## src/rtl/clk_div_prog.sv

```systemverilog
// clk_div_prog: runtime-programmable integer clock divider (ratio 2..2^CNT_W-1)
// with a req/ack ratio-change handshake applied only at a divided-period
// boundary, and a glitch-free switch between refclk and the divided clock.
// Optional feature macro: CLK_DIV_PROG_EDGE_PULSE_EN adds div_rise/div_fall,
// one-cycle refclk pulses aligned with the rising/falling edge of the raw clock.
module clk_div_prog #(
    parameter int CNT_W        = 8,
    parameter int DIV_RST      = 8,
    parameter bit WITH_CLK_MUX = 1'b1
) (
    input  logic             refclk,
    input  logic             rst_n,
    input  logic             divclk_sel,
    input  logic             dft_en,
    input  logic [CNT_W-1:0] div_val,
    input  logic             div_req,
    output logic             div_ack,
    output logic             div_busy,
    output logic [CNT_W-1:0] cur_div,
`ifdef CLK_DIV_PROG_EDGE_PULSE_EN
    output logic             div_rise,
    output logic             div_fall,
`endif
    output logic             divclk
);

    localparam logic [0:0] ST_IDLE = 1'b0;
    localparam logic [0:0] ST_PEND = 1'b1;

    logic [0:0]       state;
    logic [CNT_W-1:0] cnt;
    logic [CNT_W-1:0] pend;
    logic             raw;

    logic             running;
    logic             div_ge2;
    logic [CNT_W-1:0] high_len;
    logic             cnt_last;
    logic             apply;
    logic [CNT_W-1:0] val_fix;
    logic             raw_d;
    logic             sel;

    // Counter runs in functional mode or whenever scan/DFT forces it.
    assign running  = dft_en | divclk_sel;
    // Ratio 1 is the bypass ratio: no divided clock is produced.
    assign div_ge2  = (cur_div > CNT_W'(1));
    // High phase is the larger half, so odd ratios are high one cycle longer.
    assign high_len = cur_div - (cur_div >> 1);
    assign cnt_last = (cnt == cur_div - CNT_W'(1));
    // A pending ratio lands at a period boundary, or at once when stopped.
    assign apply    = (state == ST_PEND) & (~running | cnt_last);
    assign val_fix  = (div_val < CNT_W'(2)) ? CNT_W'(1) : div_val;
    assign raw_d    = running & div_ge2 & (cnt < high_len);
    assign sel      = ~dft_en & divclk_sel & div_ge2;

    assign div_busy = (state == ST_PEND);

    // Period counter and registered raw divided clock.
    always_ff @(posedge refclk) begin
        // NOTE: sequential state uses non-blocking assignments so every flop
        // samples the pre-edge values, regardless of statement order.
        if (!rst_n) begin
            cnt <= '0;
            raw <= 1'b0;
        end else begin
            raw <= raw_d;
            if (apply || !running || cnt_last) begin
                cnt <= '0;
            end else begin
                cnt <= cnt + CNT_W'(1);
            end
        end
    end

    // Ratio-change handshake: latch in IDLE, apply at the boundary in PEND.
    always_ff @(posedge refclk) begin
        if (!rst_n) begin
            state   <= ST_IDLE;
            pend    <= CNT_W'(1);
            cur_div <= CNT_W'(DIV_RST);
            div_ack <= 1'b0;
        end else begin
            div_ack <= apply;
            if (apply) begin
                cur_div <= pend;
                state   <= ST_IDLE;
            end else if (state == ST_IDLE && div_req) begin
                pend  <= val_fix;
                state <= ST_PEND;
            end
        end
    end

`ifdef CLK_DIV_PROG_EDGE_PULSE_EN
    // Edge pulses registered alongside raw so they line up with its edges.
    always_ff @(posedge refclk) begin
        if (!rst_n) begin
            div_rise <= 1'b0;
            div_fall <= 1'b0;
        end else begin
            div_rise <= raw_d & ~raw;
            div_fall <= running & ~raw_d & raw;
        end
    end
`endif

    generate
        if (WITH_CLK_MUX) begin : g_mux
            logic en_ref;
            logic en_div;

            // Break-before-make enables, updated while refclk is low. The
            // divided side only changes while raw is low, so neither leg of
            // the OR can be cut or started mid-pulse.
            always_ff @(negedge refclk) begin
                if (!rst_n) begin
                    en_ref <= 1'b1;
                    en_div <= 1'b0;
                end else begin
                    en_ref <= ~sel & ~en_div;
                    if (!raw) begin
                        en_div <= sel & ~en_ref;
                    end
                end
            end

            assign divclk = (refclk & en_ref) | (raw & en_div);
        end else begin : g_nomux
            logic unused_sel;
            assign unused_sel = sel;
            assign divclk     = raw;
        end
    endgenerate

endmodule

```

## config.mk

```make
export PLATFORM = sky130hd
export DESIGN_NAME = clk_div_prog
export DESIGN_NICKNAME = d
export VERILOG_FILES = /design/src/rtl/clk_div_prog.sv
export SDC_FILE = /design/constraint.sdc
export NUM_CORES = 1
export LEC_CHECK = 0
export CAP_MARGIN = 40
export CORE_MARGIN = 5
export CORE_UTILIZATION = 35
export CTS_CLUSTER_SIZE = 28
export DETAILED_ROUTE_END_ITERATION = 8
export GPL_TIMING_DRIVEN = 1
export PLACE_DENSITY = 0.63
export SYNTH_ARGS = -nofsm -noshare
export SYNTH_HDL_FRONTEND = slang
export SYNTH_SLANG_ARGS = --single-unit
```

## constraint.sdc

```tcl
create_clock -name refclk -period 3 [get_ports refclk]
set_clock_uncertainty 0.15 [all_clocks]
set_input_delay 0.75 -clock refclk [delete_from_list [all_inputs] [get_ports refclk]]
set_output_delay 0.75 -clock refclk [all_outputs]
set_load 0.1 [all_outputs]
```

-- Word level (Yosys, flattened, before mapping)
Index checks and enable logic that the tools add are counted.
- register bits after elaboration: 29
- latch bits: 0
- RAM bits: 0
- bits in read-only memories: 0
- input port bits: 13
- word-level logic and storage cells: 43
- memories kept: 0
- add/subtract/negate cells: 3
- multipliers: 0
- divide/modulo/power cells: 0
- $lt $le $gt $ge: 3
- eq/ne operators: 1
- shift-type cells: 0
- multiplexer cells: 1
- bitwise gates (word level): 20
- reduce and logical (&&, ||, !) cells: 7
- operators with widths (operator ; number):
    1-bit bitwise AND ; 9
    8-bit by 1-bit adder with 8-bit output, second input constant ; 1
    8-bit equality test ; 1
    8-bit by 1-bit > comparator with 1-bit output, second input constant ; 1
    8-bit by 2-bit less-than comparator with 1-bit output, second input constant ; 1
    8-bit less-than comparator ; 1
    8-bit two-way mux ; 1
    1-bit NOT ; 8
    8-bit by 1-bit subtractor with 8-bit output, second input constant ; 1
    8-bit by 7-bit subtractor with 8-bit output ; 1
    2-bit OR reduction ; 2
    1-bit bitwise OR ; 3
    1-bit logical OR ; 2
    2-bit AND reduction ; 1
    1-bit logical AND ; 1
    1-bit logical NOT ; 1

-- Logic depth before layout (Yosys ltp)
- depth in word-level cells: 7
- gate-level depth with buffers: 14

==> metrics.md <==
| Metric | Value |
|---|---|
| Status | finished with violations |
| Failing checks | setup timing |
| Count leader, synth | nand2_1 |
| Placed wire-length estimate | 3130 µm |
| WL per Instance | 11.9 µm |
| # setup viols final | 1 |
| RSZ-0062 raised after global routing | yes |
| Pre-antenna DRT Iters | 6 |
| Worst slew margin | 59.4% |
| Initial antenna violation count | 0 |
| Min-delay src | pend[4]$_SDFFE_PN0P_ |
| Avg Synthesized Cell Area | 8.70 µm² |
| Starting Density | 35.5% |
| GP Congestion | 0.762 |
| Crit path from | g_mux.en_div$_SDFFE_NN0N_ |
| Synth-to-Final Area Change | 38.7% |
| Number of synthesized flops with an enable pin | 0 |
| Total number of vias | 1605 |
| WL final | 4120 µm |
| Synth cell count leaders | nand2_1, dfxtp_1, ha_1, xnor2_1, inv_1 |
| Req. time, crit path | 2.10 ns |
| Mux share of post-synthesis cell area | 4.15% |
| Die width | 84.3 µm |
| Input/output buffers | 23 |
| Post-layout util | 49.2% |
| Share of cells above drive strength 1 | 25.1% |
| Initial DRC Count | 78 |
| Netlist Area Pre-Place | 1930 µm² |
| Grt total ovfl | 0 |
| GRT Util Overall | 12.7% |
| Fin Hold WS | 0.299 ns |
| Ys Warns | 0 |
| Largest family of logic cells by synthesized area | adder cells |
| Final WS setup | -0.580 ns |
| Core Area | 5440 µm² |
| Area leader, netlist | dfxtp_1 |
| Setup Slack @ Placement | -0.948 ns |
| Antenna cells | 0 |
| Synth unique cells | 35 |
| Crit path max fanout | 2 |
| Worst slew pin tran | 0.606 ns |
| P_leak | 1.13 nW |
| Post-route setup TNS | -0.580 ns |
| Die Ht | 84.3 µm |
| Critical path class | register to output port |
| # DRC | 0 |
| Worst VDD drop | 0.315 mV |
| CTS Hold Bufs | 0 |
| Synthesized flop and latch total | 29 |
| Final Hold Fails | 0 |
| Dpl cell area | 2430 µm² |
| Max-slew violation count | 0 |
| Syn Nets | 264 |
| Rows | 27 |
| Global-route wire length before repair | 7120 µm |
| Data arrival time of the worst path | 2.68 ns |
| Compound-Gate Fraction of Synth Area | 13.2% |
| Largest net degree at the start of global routing | 28 |
| Tightest Hold Check Type | register to register |
| Mapped Cells | 222 |
| Die area | 7100 µm² |
| Post-layout nets | 316 |
| Simple-Gate Fraction of Synth Area | 16.9% |
| CTS clock-pin slew for the worst setup and hold paths | 0.06 ns |
| Worst skew pair latency | 0.46 ns |
| Top FF cell, synth | dfxtp_1 |
| Max-cap violation count | 0 |
| Number of global-route vias before repair | 1646 |
| Sequential element share of the synthesized area | 30.1% |
| Ranking of synthesized cells by area | dfxtp_1, ha_1, xnor2_1, nand2_1, mux2i_1 |
| Reg-to-reg critical path startpoint | cur_div[3]$_SDFFE_PN1P_ |
| Crit. End Element | output port |
| Power Density | 495 nW/µm² |
| CTS tree | done |
| Vias/cell | 4.63 |
| Yosys top cell area share | 30.1% |
| Final instance area | 2680 µm² |
| Startpoint Class | register |
| Post-route ant nets | 0 |
| Io pins | 24 |
| Share of flip-flops with an asynchronous set or reset | 0% |
| Post-Synth XOR/XNOR Area | 11.8% |
| Post-Synth Adder-Cell Area | 19.2% |
-- per-stage QoR --
step / power (mW) / instances
floorplan: 0.650 / 222
global placement: 0.722 / 333
detailed placement: 0.725 / 333
CTS: 1.30 / 345
global route: 1.39 / 347
finish: 1.32 / 347
-- registers in the layout, summed over array words and instances, names as in the netlist --
signal	cells
g_mux.en_ref	1
cnt	8
div_busy	1
cur_div	8
div_ack	1
pend	8
g_mux.en_div	1
raw	1
-- critical path, stage by stage, from the launching register on --
cell and delay (ns):
dfxtp_2 0.31, a22o_4 0.24, buf_12 0.16
-- cell families (layout without fill, tap and decap cells) --
family,count (synthesis),in the layout
AND/OR/NAND/NOR,72,72
AO/OA/AOI/OAI,35,35
adder cells (fa/ha/maj),29,29
flip-flops,29,29
XOR/XNOR,26,26
buffers and inverters,23,76
multiplexers,8,8
-- cell type report --
class | instances | area, µm²
Clock buffer | 10 | 134
Clock inverter | 4 | 55.1
Fill cell | 507 | 2760
Inverter | 17 | 71.3
Multi-Input combinational cell | 170 | 1350
Sequential cell | 29 | 607
Tap cell | 72 | 90.1
Timing Repair Buffer | 45 | 372
-- layout by cell type (no fill, tap or decap), types with 3 or more instances in the layout --
cell type | Yosys | final
clkbuf_8 | 0 | 8
a21o_1 | 5 | 5
inv_1 | 18 | 17
nand2b_1 | 3 | 3
a21boi_0 | 8 | 7
dfxtp_1 | 29 | 20
buf_4 | 1 | 32
dfxtp_4 | 0 | 6
nand2_1 | 33 | 33
ha_4 | 0 | 3
xnor2_1 | 19 | 19
nand3_1 | 8 | 7
a21oi_1 | 6 | 5
nor2b_1 | 5 | 5
dfxtp_2 | 0 | 3
ha_1 | 28 | 25
o21ai_0 | 4 | 3
nor2_1 | 14 | 13
clkdlybuf4s50_1 | 0 | 12
mux2i_1 | 8 | 8
xor2_1 | 7 | 7
-- what timing repair did --
item / 4_1_cts / 5_1_grt
resized for setup: 8 / 11
setup endpoints to repair: 1 / 3
buffers inserted: 0 / 2
pin swaps: 0 / 5
-- power breakdown --
group,switching [mW],internal [mW],total [mW]
Clock,0.290,0.446,0.736
Combinational,0.0980,0.0818,0.180
Sequential,0.0119,0.396,0.408
-- layer usage --
| layer | track usage [%] | wire length, µm | up-vias |
|---|---|---|---|
| li1 | - | - | 836 |
| met5 | 0 | 0 | - |
| met2 | 21.8 | 2020 | 27 |
| met3 | 5.00 | 213 | 11 |
| met4 | 5.99 | 74 | 0 |
| met1 | 13.6 | 1810 | 731 |
-- final timing paths --
kind	to	slack, ns	cells past startpoint
max	divclk	-0.58	2
min	cur_div[4]$_SDFFE_PN0P_	0.30	2
max reg2reg	g_mux.en_div$_SDFFE_NN0N_	0	8
min reg2reg	cur_div[4]$_SDFFE_PN0P_	0.30	2
(Power assumes the default switching activity.)
